## src/rtl/ext_obi_mailbox_if.sv

```systemverilog
// OBI bus bundle between an initiator (CPU/DMA crossbar) and the mailbox responder.
// Signals: req/gnt address handshake, addr/we/be/wdata request payload,
//    rvalid/rdata response one cycle after each grant.
interface ext_obi_mailbox_if;
   logic        req;
   logic        gnt;
   logic [31:0] addr;
   logic        we;
   logic [3:0]  be;
   logic [31:0] wdata;
   logic        rvalid;
   logic [31:0] rdata;

   modport master (
      output req, addr, we, be, wdata,
      input  gnt, rvalid, rdata
   );

   modport slave (
      input  req, addr, we, be, wdata,
      output gnt, rvalid, rdata
   );
endinterface

```

## src/rtl/ext_obi_mailbox.sv

```systemverilog
// OBI-written word FIFO mailbox drained by a valid/ready stream, with status/ctrl/threshold regs.
// Latency: grant same cycle, response next cycle; a pushed word is visible on the stream one cycle later.
// Backpressure: the bus never stalls (push when full is dropped and flagged); the stream holds while ready_i is low.
// Ports: clk_i/rst_ni (sync, active-low), bus (OBI slave modport), data_o/valid_o/ready_i stream,
//    irq_o level interrupt when count >= nonzero threshold.
module ext_obi_mailbox #(
   parameter  int unsigned Depth = 8,
   localparam int unsigned CntW  = $clog2(Depth + 1)
) (
   input  logic                  clk_i,
   input  logic                  rst_ni,
   ext_obi_mailbox_if.slave      bus,
   output logic [31:0]           data_o,
   output logic                  valid_o,
   input  logic                  ready_i,
   output logic                  irq_o
);

   localparam int unsigned PtrW = $clog2(Depth);

   typedef enum logic [1:0] {
      REG_DATA   = 2'd0,
      REG_STATUS = 2'd1,
      REG_CTRL   = 2'd2,
      REG_THRESH = 2'd3
   } reg_e;

   logic [31:0]     mem_q [Depth];
   logic [PtrW-1:0] wptr_q, wptr_d, rptr_q, rptr_d;
   logic [CntW-1:0] count_q, count_d, thresh_q, thresh_d;
   logic            ovf_q, ovf_d;
   logic            rvalid_q, irq_q;
   logic [31:0]     rdata_q;

   reg_e            sel;
   logic            wr, rd, empty, full, pop, push_req, push_ok, flush;
   logic [31:0]     head, status, rd_val;
   logic            unused_bits;

   // No wait states: every request is taken in the cycle it is presented.
   assign bus.gnt = bus.req;
   assign sel     = reg_e'(bus.addr[3:2]);
   assign wr      = bus.req & bus.we;
   assign rd      = bus.req & ~bus.we;

   assign empty   = (count_q == '0);
   assign full    = (count_q == CntW'(Depth));
   assign head    = empty ? 32'h0 : mem_q[rptr_q];
   assign pop     = ~empty & ready_i;

   // A pop in the same cycle frees the head slot, so a push into a full FIFO still succeeds.
   assign push_req = wr & (sel == REG_DATA);
   assign push_ok  = push_req & (~full | pop);
   assign flush    = wr & (sel == REG_CTRL) & bus.wdata[0];

   // Byte enables and non-decoded address bits carry no meaning here.
   assign unused_bits = ^{bus.be, bus.addr[31:4], bus.addr[1:0]};

   always_comb begin
      status              = 32'h0;
      status[0]           = empty;
      status[1]           = full;
      status[2]           = ovf_q;
      status[8 +: CntW]   = count_q;
   end

   always_comb begin
      rd_val = 32'h0;
      case (sel)
         REG_DATA:   rd_val = head;
         REG_STATUS: rd_val = status;
         REG_CTRL:   rd_val = 32'h0;
         REG_THRESH: rd_val = 32'(thresh_q);
         default:    rd_val = 32'h0;
      endcase
   end

   always_comb begin
      wptr_d   = wptr_q;
      rptr_d   = rptr_q;
      count_d  = count_q;
      ovf_d    = ovf_q;
      thresh_d = thresh_q;
      if (flush) begin
         // Flush overrides any concurrent stream pop.
         wptr_d  = '0;
         rptr_d  = '0;
         count_d = '0;
         ovf_d   = 1'b0;
      end else begin
         if (pop)                 rptr_d = rptr_q + PtrW'(1);
         if (push_ok)             wptr_d = wptr_q + PtrW'(1);
         if (push_req & ~push_ok) ovf_d  = 1'b1;
         if (push_ok & ~pop)
            count_d = count_q + CntW'(1);
         else if (pop & ~push_ok)
            count_d = count_q - CntW'(1);
      end
      if (wr && (sel == REG_THRESH)) thresh_d = bus.wdata[CntW-1:0];
   end

   // Storage is not reset: contents are meaningless whenever count is 0.
   always_ff @(posedge clk_i) begin
      if (rst_ni && push_ok) mem_q[wptr_q] <= bus.wdata;
   end

   always_ff @(posedge clk_i) begin
      if (!rst_ni) begin
         wptr_q   <= '0;
         rptr_q   <= '0;
         count_q  <= '0;
         thresh_q <= '0;
         ovf_q    <= 1'b0;
         rvalid_q <= 1'b0;
         rdata_q  <= 32'h0;
         irq_q    <= 1'b0;
      end else begin
         wptr_q   <= wptr_d;
         rptr_q   <= rptr_d;
         count_q  <= count_d;
         thresh_q <= thresh_d;
         ovf_q    <= ovf_d;
         rvalid_q <= bus.req;
         // Read data captures pre-update state of the grant cycle.
         rdata_q  <= rd ? rd_val : 32'h0;
         irq_q    <= (thresh_q != '0) && (count_q >= thresh_q);
      end
   end

   assign bus.rvalid = rvalid_q;
   assign bus.rdata  = rdata_q;
   assign data_o     = head;
   assign valid_o    = ~empty;
   assign irq_o      = irq_q;

endmodule

```

## src/flat_wrapper.sv

```systemverilog
// flat-port wrapper written by rule: the top's interface ports become plain ports
module ext_obi_mailbox_flat 
#(
   parameter  int unsigned Depth = 8,
   localparam int unsigned CntW  = $clog2(Depth + 1)
)
  (clk_i, rst_ni, data_o, valid_o, ready_i, irq_o, bus_req, bus_addr, bus_we, bus_be, bus_wdata, bus_gnt, bus_rvalid, bus_rdata);
  ext_obi_mailbox_if bus_i ();
  input  logic clk_i;
  input  logic rst_ni;
  output logic [31:0] data_o;
  output logic valid_o;
  input  logic ready_i;
  output logic irq_o;
  input wire logic [$bits(bus_i.req)-1:0] bus_req;
  input wire logic [$bits(bus_i.addr)-1:0] bus_addr;
  input wire logic [$bits(bus_i.we)-1:0] bus_we;
  input wire logic [$bits(bus_i.be)-1:0] bus_be;
  input wire logic [$bits(bus_i.wdata)-1:0] bus_wdata;
  output wire logic [$bits(bus_i.gnt)-1:0] bus_gnt;
  output wire logic [$bits(bus_i.rvalid)-1:0] bus_rvalid;
  output wire logic [$bits(bus_i.rdata)-1:0] bus_rdata;
  assign bus_i.req = bus_req;
  assign bus_i.addr = bus_addr;
  assign bus_i.we = bus_we;
  assign bus_i.be = bus_be;
  assign bus_i.wdata = bus_wdata;
  assign bus_gnt = bus_i.gnt;
  assign bus_rvalid = bus_i.rvalid;
  assign bus_rdata = bus_i.rdata;
  ext_obi_mailbox #(.Depth(Depth)) u_core (.clk_i(clk_i), .rst_ni(rst_ni), .bus(bus_i), .data_o(data_o), .valid_o(valid_o), .ready_i(ready_i), .irq_o(irq_o));
endmodule
```

## config.mk

```make
export PLATFORM = sky130hd
export DESIGN_NAME = ext_obi_mailbox_flat
export DESIGN_NICKNAME = d
export VERILOG_FILES = /design/src/rtl/ext_obi_mailbox_if.sv /design/src/rtl/ext_obi_mailbox.sv /design/src/flat_wrapper.sv
export SDC_FILE = /design/constraint.sdc
export NUM_CORES = 1
export LEC_CHECK = 0
export ABC_AREA = 0
export CAP_MARGIN = 20
export CORE_ASPECT_RATIO = 2
export CORE_MARGIN = 1.5
export CORE_UTILIZATION = 30
export DETAILED_ROUTE_END_ITERATION = 8
export PLACE_DENSITY_LB_ADDON = 0.15
export REMOVE_ABC_BUFFERS = 1
export SLEW_MARGIN = 20
export SYNTH_ARGS = -nofsm -noshare
export SYNTH_HDL_FRONTEND = slang
export SYNTH_SLANG_ARGS = --single-unit
```

## constraint.sdc

```tcl
create_clock -name clk_i -period 7.9 [get_ports clk_i]
set_input_delay 1.185 -clock clk_i [delete_from_list [all_inputs] [get_ports clk_i]]
set_output_delay 1.185 -clock clk_i [all_outputs]
set_load 0.03 [all_outputs]
```

# Yosys cells after proc, flatten, opt, wreduce, memory -nomap -nowiden
# Memories as Yosys holds them, arrays and structs flattened. A register that Yosys moved wholly into a read port is not among the register bits.
# Index checks and enable logic that the tools add are counted.
[totals] reg_bits=49 mem_bits_rw=256 in_bits=73 output_inout_bits=68 elab_cells=52 n_memories=1
[mem_list] name="u_core.mem_q" depth=8 width=32 rd=1 rd_ports_with_merged_regs=1 wr=1 line="ext_obi_mailbox.sv:28" text="logic [31:0] mem_q [Depth];"
[op_classes] add_sub_neg=4 order_cmp=1 eq_ne=4 muxes=8 bitwise_logic=17 reduce_logical=9
[op_table] op="$pmux W32 S4" n=1
[op_table] op="$mux W32" n=1
[op_table] op="$and A1 B1 Y1" n=10
[op_table] op="$mux W4" n=2
[op_table] op="$add A3 B1 Y3 const B" n=2
[op_table] op="$mux W3" n=2
[op_table] op="$not A1 Y1" n=6
[op_table] op="$add A4 B1 Y4 const B" n=1
[op_table] op="$eq A2 B2 Y1 const B" n=2
[op_table] op="$eq A4 B4 Y1 const B" n=1
[op_table] op="$ge A4 B4 Y1" n=1
[op_table] op="$logic_not A4 Y1" n=1
[op_table] op="$reduce_bool A4 Y1" n=1
[op_table] op="$sub A4 B1 Y4 const B" n=1
[op_table] op="$logic_and A1 B1 Y1" n=3
[op_table] op="$eq A2 B1 Y1 const B" n=1
[op_table] op="$logic_not A2 Y1" n=1
[op_table] op="$mux W1" n=2
[op_table] op="$reduce_and A2 Y1" n=1
[op_table] op="$reduce_bool A2 Y1" n=1
[op_table] op="$reduce_or A2 Y1" n=1
[op_table] op="$or A1 B1 Y1" n=1

# Longest topological paths before layout
[logic_depth] word_depth=9 mapped_depth=12 ltp_nobuf=11

# Worst setup path after synthesis
# No wires, ideal clock.
[synth_timing] path_kind="input port to flip-flop" start="input port bus_addr[2]" end="memory u_core.mem_q[4][0], enable pin" setup_ns=0.461 arrival_ns=4.173 required_ns=7.439 slack_ns=3.266 stages=4 path_buffers=1 path_cell_list="clkbuf_1 -> a2111oi_4 -> nand3_2 -> nor3_1"
[synth_between] elab_chain_cells=6
[synth_rtl] item="start: declaration" line="flat_wrapper.sv:16" text="input wire logic [$bits(bus_i.addr)-1:0] bus_addr;"
[synth_rtl] item="$logic_not A2 Y1" line="ext_obi_mailbox.sv:52" text="assign push_req = wr & (sel == REG_DATA);"
[synth_rtl] item="$and A1 B1 Y1" line="ext_obi_mailbox.sv:52"
[synth_rtl] item="$and A1 B1 Y1" line="ext_obi_mailbox.sv:53" text="assign push_ok = push_req & (~full | pop);"
[synth_rtl] item="$logic_and A1 B1 Y1" line="ext_obi_mailbox.sv:104" text="if (rst_ni && push_ok) mem_q[wptr_q] <= bus.wdata;"
[synth_rtl] item="$mux W1" line="ext_obi_mailbox.sv:104"
[synth_rtl] item="$mux W1 (not written as such)" line="ext_obi_mailbox.sv:104"
[synth_rtl] item="end: declaration" line="ext_obi_mailbox.sv:28"
# No other way between the ends.

==> summary.md <==
| Metric | Value |
|---|---|
| Status | `complete, no violations` |
| Max Root-Sink Buffers | `3` |
| Hold Crit Class | `flip-flop to flip-flop` |
| Die X | `143.8 um` |
| Crit path cell chain | `buf_4 -> nor2b_1 -> a22oi_1 -> and3_1 -> clkdlybuf4s50_1` |
| Kind of critical path | `flip-flop to output port` |
| Fill cells | `3680` |
| Row count | `103` |
| Syn avg cell area | `17.89 um2` |
| Drt drc | `0` |
| Pins Over Slew Limit | `0` |
| DRT iter0 DRCs | `349` |
| Util after Layout | `0.3671` |
| Stages on worst setup path | `5` |
| Post-cts resize count | `0` |
| Max IR drop VDD | `0.0001596 V` |
| Final setup TNS | `0 ns` |
| Final setup vio count | `0` |
| Global placer's final weighted congestion | `0.7442` |
| Synth cell types | `43` |
| Number of setup buffers added after CTS | `0` |
| Synth Warn # | `0` |
| Area of the multi-input gates | `2952 um2` |
| Most common cell after layout, fill and taps aside | `edfxtp_1` |
| CP Capture Type | `output port` |
| Register Area | `8740 um2` |
| Max cap viols | `0` |
| Critical Path Fanout Max | `28` |
| Vias in the first global route | `6741` |
| Clock transition at path regs | `0.06 ns` |
| Clk sinks | `308` |
| CP startpoint kind | `flip-flop` |
| CTS Buf Count | `29` |
| WP buf/inv | `2` |
| Register area share after synthesis | `0.7335` |
| GRT Residual Overflow | `0` |
| Skew-Pair Late Insertion Delay | `0.55 ns` |
| Post-Syn Instances | `665` |
| Layout cells sized above 1 | `0.1548` |
| First-pass GRT wire length | `41310 um` |
| Tot GR Track Use | `0.1381` |
| Largest net degree at the start of global routing | `53` |
| Root Driver | `clkbuf_16` |
| Cts hold-fix bufs | `0` |
| RSZ-0062 raised after global routing | `no` |
| Slowest stage cell, crit path | `nor2b_1` |
| Area grow syn2layout | `21.27%` |
| Peak Freq | `204.8 MHz` |
| Worst reg-to-reg path cell count | `12` |
| Pre-antenna DRT Iters | `4` |
| Final Hold Fails | `0` |
| CTS tree | `built` |
| P_leak | `4.447 nW` |
| Setup Skew | `0.01385 ns` |
| Slew Limit Headroom | `0.4099` |
| Crit path required time | `6.71 ns` |
| Buffers on Ports | `106` |
| Initial antenna violation count | `1` |
| Most frequent cells in the layout | `edfxtp_1, clkdlybuf4s50_1, dfxtp_1` |
| Worst path max stage delay | `0.72 ns` |
| Worst hold margin | `0.4801 ns` |
| Register bit total from synthesis | `308` |
| Post-DP HPWL | `15900 um` |
| Average vias per placed instance | `4.622` |
| Fin crit share | `0.6181` |
| Period minus WS final | `4.883 ns` |
| Core box area | `39310 um2` |
| Power Dens Cells | `295.6 nW/um2` |
| Hold Crit Depth | `2` |
| Synthesized area | `11900 um2` |
| Routed Antenna Nets | `0` |
| Die height | `284.7 um` |
| Initial core utilization | `0.3028` |
| I/O pins | `141` |
| Arr. time, crit path | `3.70 ns` |
| Drt wl/cell | `20.97 um` |
| Delay-heaviest family, CP | `buffers and inverters` |
| WL final | `27830 um` |
| Post-Place Cells | `1272` |
| Finished Layout Cells | `1327` |
| Net count, final | `861` |
| Worst-Margin Slew | `0.8851 ns` |
| Via count | `6134` |
| Die area | `40940 um2` |
| H-tree depth | `1` |
## synth_stat cells, drive strengths merged
| master | instances | area [um2] |
|---|---|---|
| a21o | 3 | 22.52 |
| and3 | 8 | 50.05 |
| nor4b | 1 | 15.01 |
| dfxtp | 52 | 1041 |
| a31oi | 3 | 18.77 |
| nand3b | 3 | 22.52 |
| mux4 | 48 | 1081 |
| nor3b | 25 | 187.7 |
| xor2 | 4 | 35.03 |
| a22oi | 16 | 120.1 |
| nand2b | 32 | 200.2 |
| or2 | 1 | 6.260 |
| and2 | 3 | 18.77 |
| o21ai | 2 | 10.01 |
| nor2 | 20 | 75.07 |
| nand3 | 8 | 45.04 |
| buf | 22 | 190.2 |
| nor3 | 2 | 15.01 |
| nor2b | 6 | 37.54 |
| nand2 | 35 | 131.4 |
| inv | 7 | 26.27 |
| fa | 1 | 20.02 |
| mux2i | 38 | 380.4 |
| o41ai | 1 | 8.760 |
| ha | 9 | 112.6 |
| a2111oi | 1 | 27.53 |
| clkbuf | 15 | 60.06 |
| nand4 | 2 | 12.51 |
| edfxtp | 256 | 7687 |
| a21oi | 35 | 178.9 |
| or3 | 1 | 6.260 |
| a41oi | 1 | 8.760 |
| nor4 | 1 | 21.27 |
| xnor2 | 3 | 26.28 |
## tightest hold or removal path, stage by stage (launching register included)
cell,delay [ns]
dfxtp_1,0.31
nand2_1,0.05
a21oi_1,0.07
## routing by layer
metal  part of all wire  track usage  up-vias  wire length, um
li1                   -            -     2799                -
met1               0.38       0.1519     3167            10620
met2               0.56       0.2634      132            15500
met3              0.039      0.01887       36             1085
met4              0.022      0.04770        0              625
met5                  0            0        -                0
## through the flow
stage | power (mW) | setup slack, ns | area, um2
6_report | 4.266 | 3.017 | 14430
5_1_grt | 4.460 | 2.649 | 14430
4_1_cts | 4.357 | 2.826 | 14430
3_5_place_dp | 3.005 | 3.471 | 13530
3_3_place_gp | 2.992 | 3.418 | 13530
2_1_floorplan | 2.556 | 3.273 | 11650
## state kept, by name (all words and copies together), names as in the netlist, named ones only
| name | flops |
|---|---|
| u_core.wptr_q | 3 |
| u_core.rptr_q | 3 |
| u_core.bus.rdata | 32 |
| u_core.thresh_q | 4 |
| u_core.irq_o | 1 |
| u_core.bus.rvalid | 1 |
| u_core.count_q | 4 |
| u_core.mem_q | 256 |
| u_core.ovf_q | 1 |
## power breakdown
| part | leakage [nW] | internal [mW] | switching (mW) |
|---|---|---|---|
| sequential | 2.72 | 1.78 | 0.0746 |
| combinational | 1.28 | 0.470 | 0.615 |
| clock | 0.444 | 0.738 | 0.589 |
## logic make-up after synthesis
group,share of synthesized area
flip-flops,0.7335
AND/OR/NAND/NOR,0.07097
multiplexers,0.1228
AO/OA/AOI/OAI,0.03323
buffers and inverters,0.02324
adder cells (fa/ha/maj),0.01115
XOR/XNOR,0.005152
## final cells by class
type | count | area share
antenna | 1 | 0.0001734
clock buffer | 32 | 0.05107
clock inverter | 22 | 0.01136
inverter | 7 | 0.001821
multi-input combinational | 313 | 0.2045
sequential | 308 | 0.6056
tap | 525 | 0.04552
timing repair buffer | 119 | 0.07994
## final timing paths
path / end / from / slack, ns
max: data_o[2] / flip-flop / 3.02
min: flip-flop / u_core.rptr_q[1]$_SDFFE_PP0P_ / 0.48
max reg2reg: u_core.count_q[3]$_SDFFE_PP0P_ / u_core.count_q[0]$_SDFFE_PP0P_ / 4.68
min reg2reg: flip-flop / u_core.rptr_q[1]$_SDFFE_PP0P_ / 0.48
(Power assumes the default switching activity.)
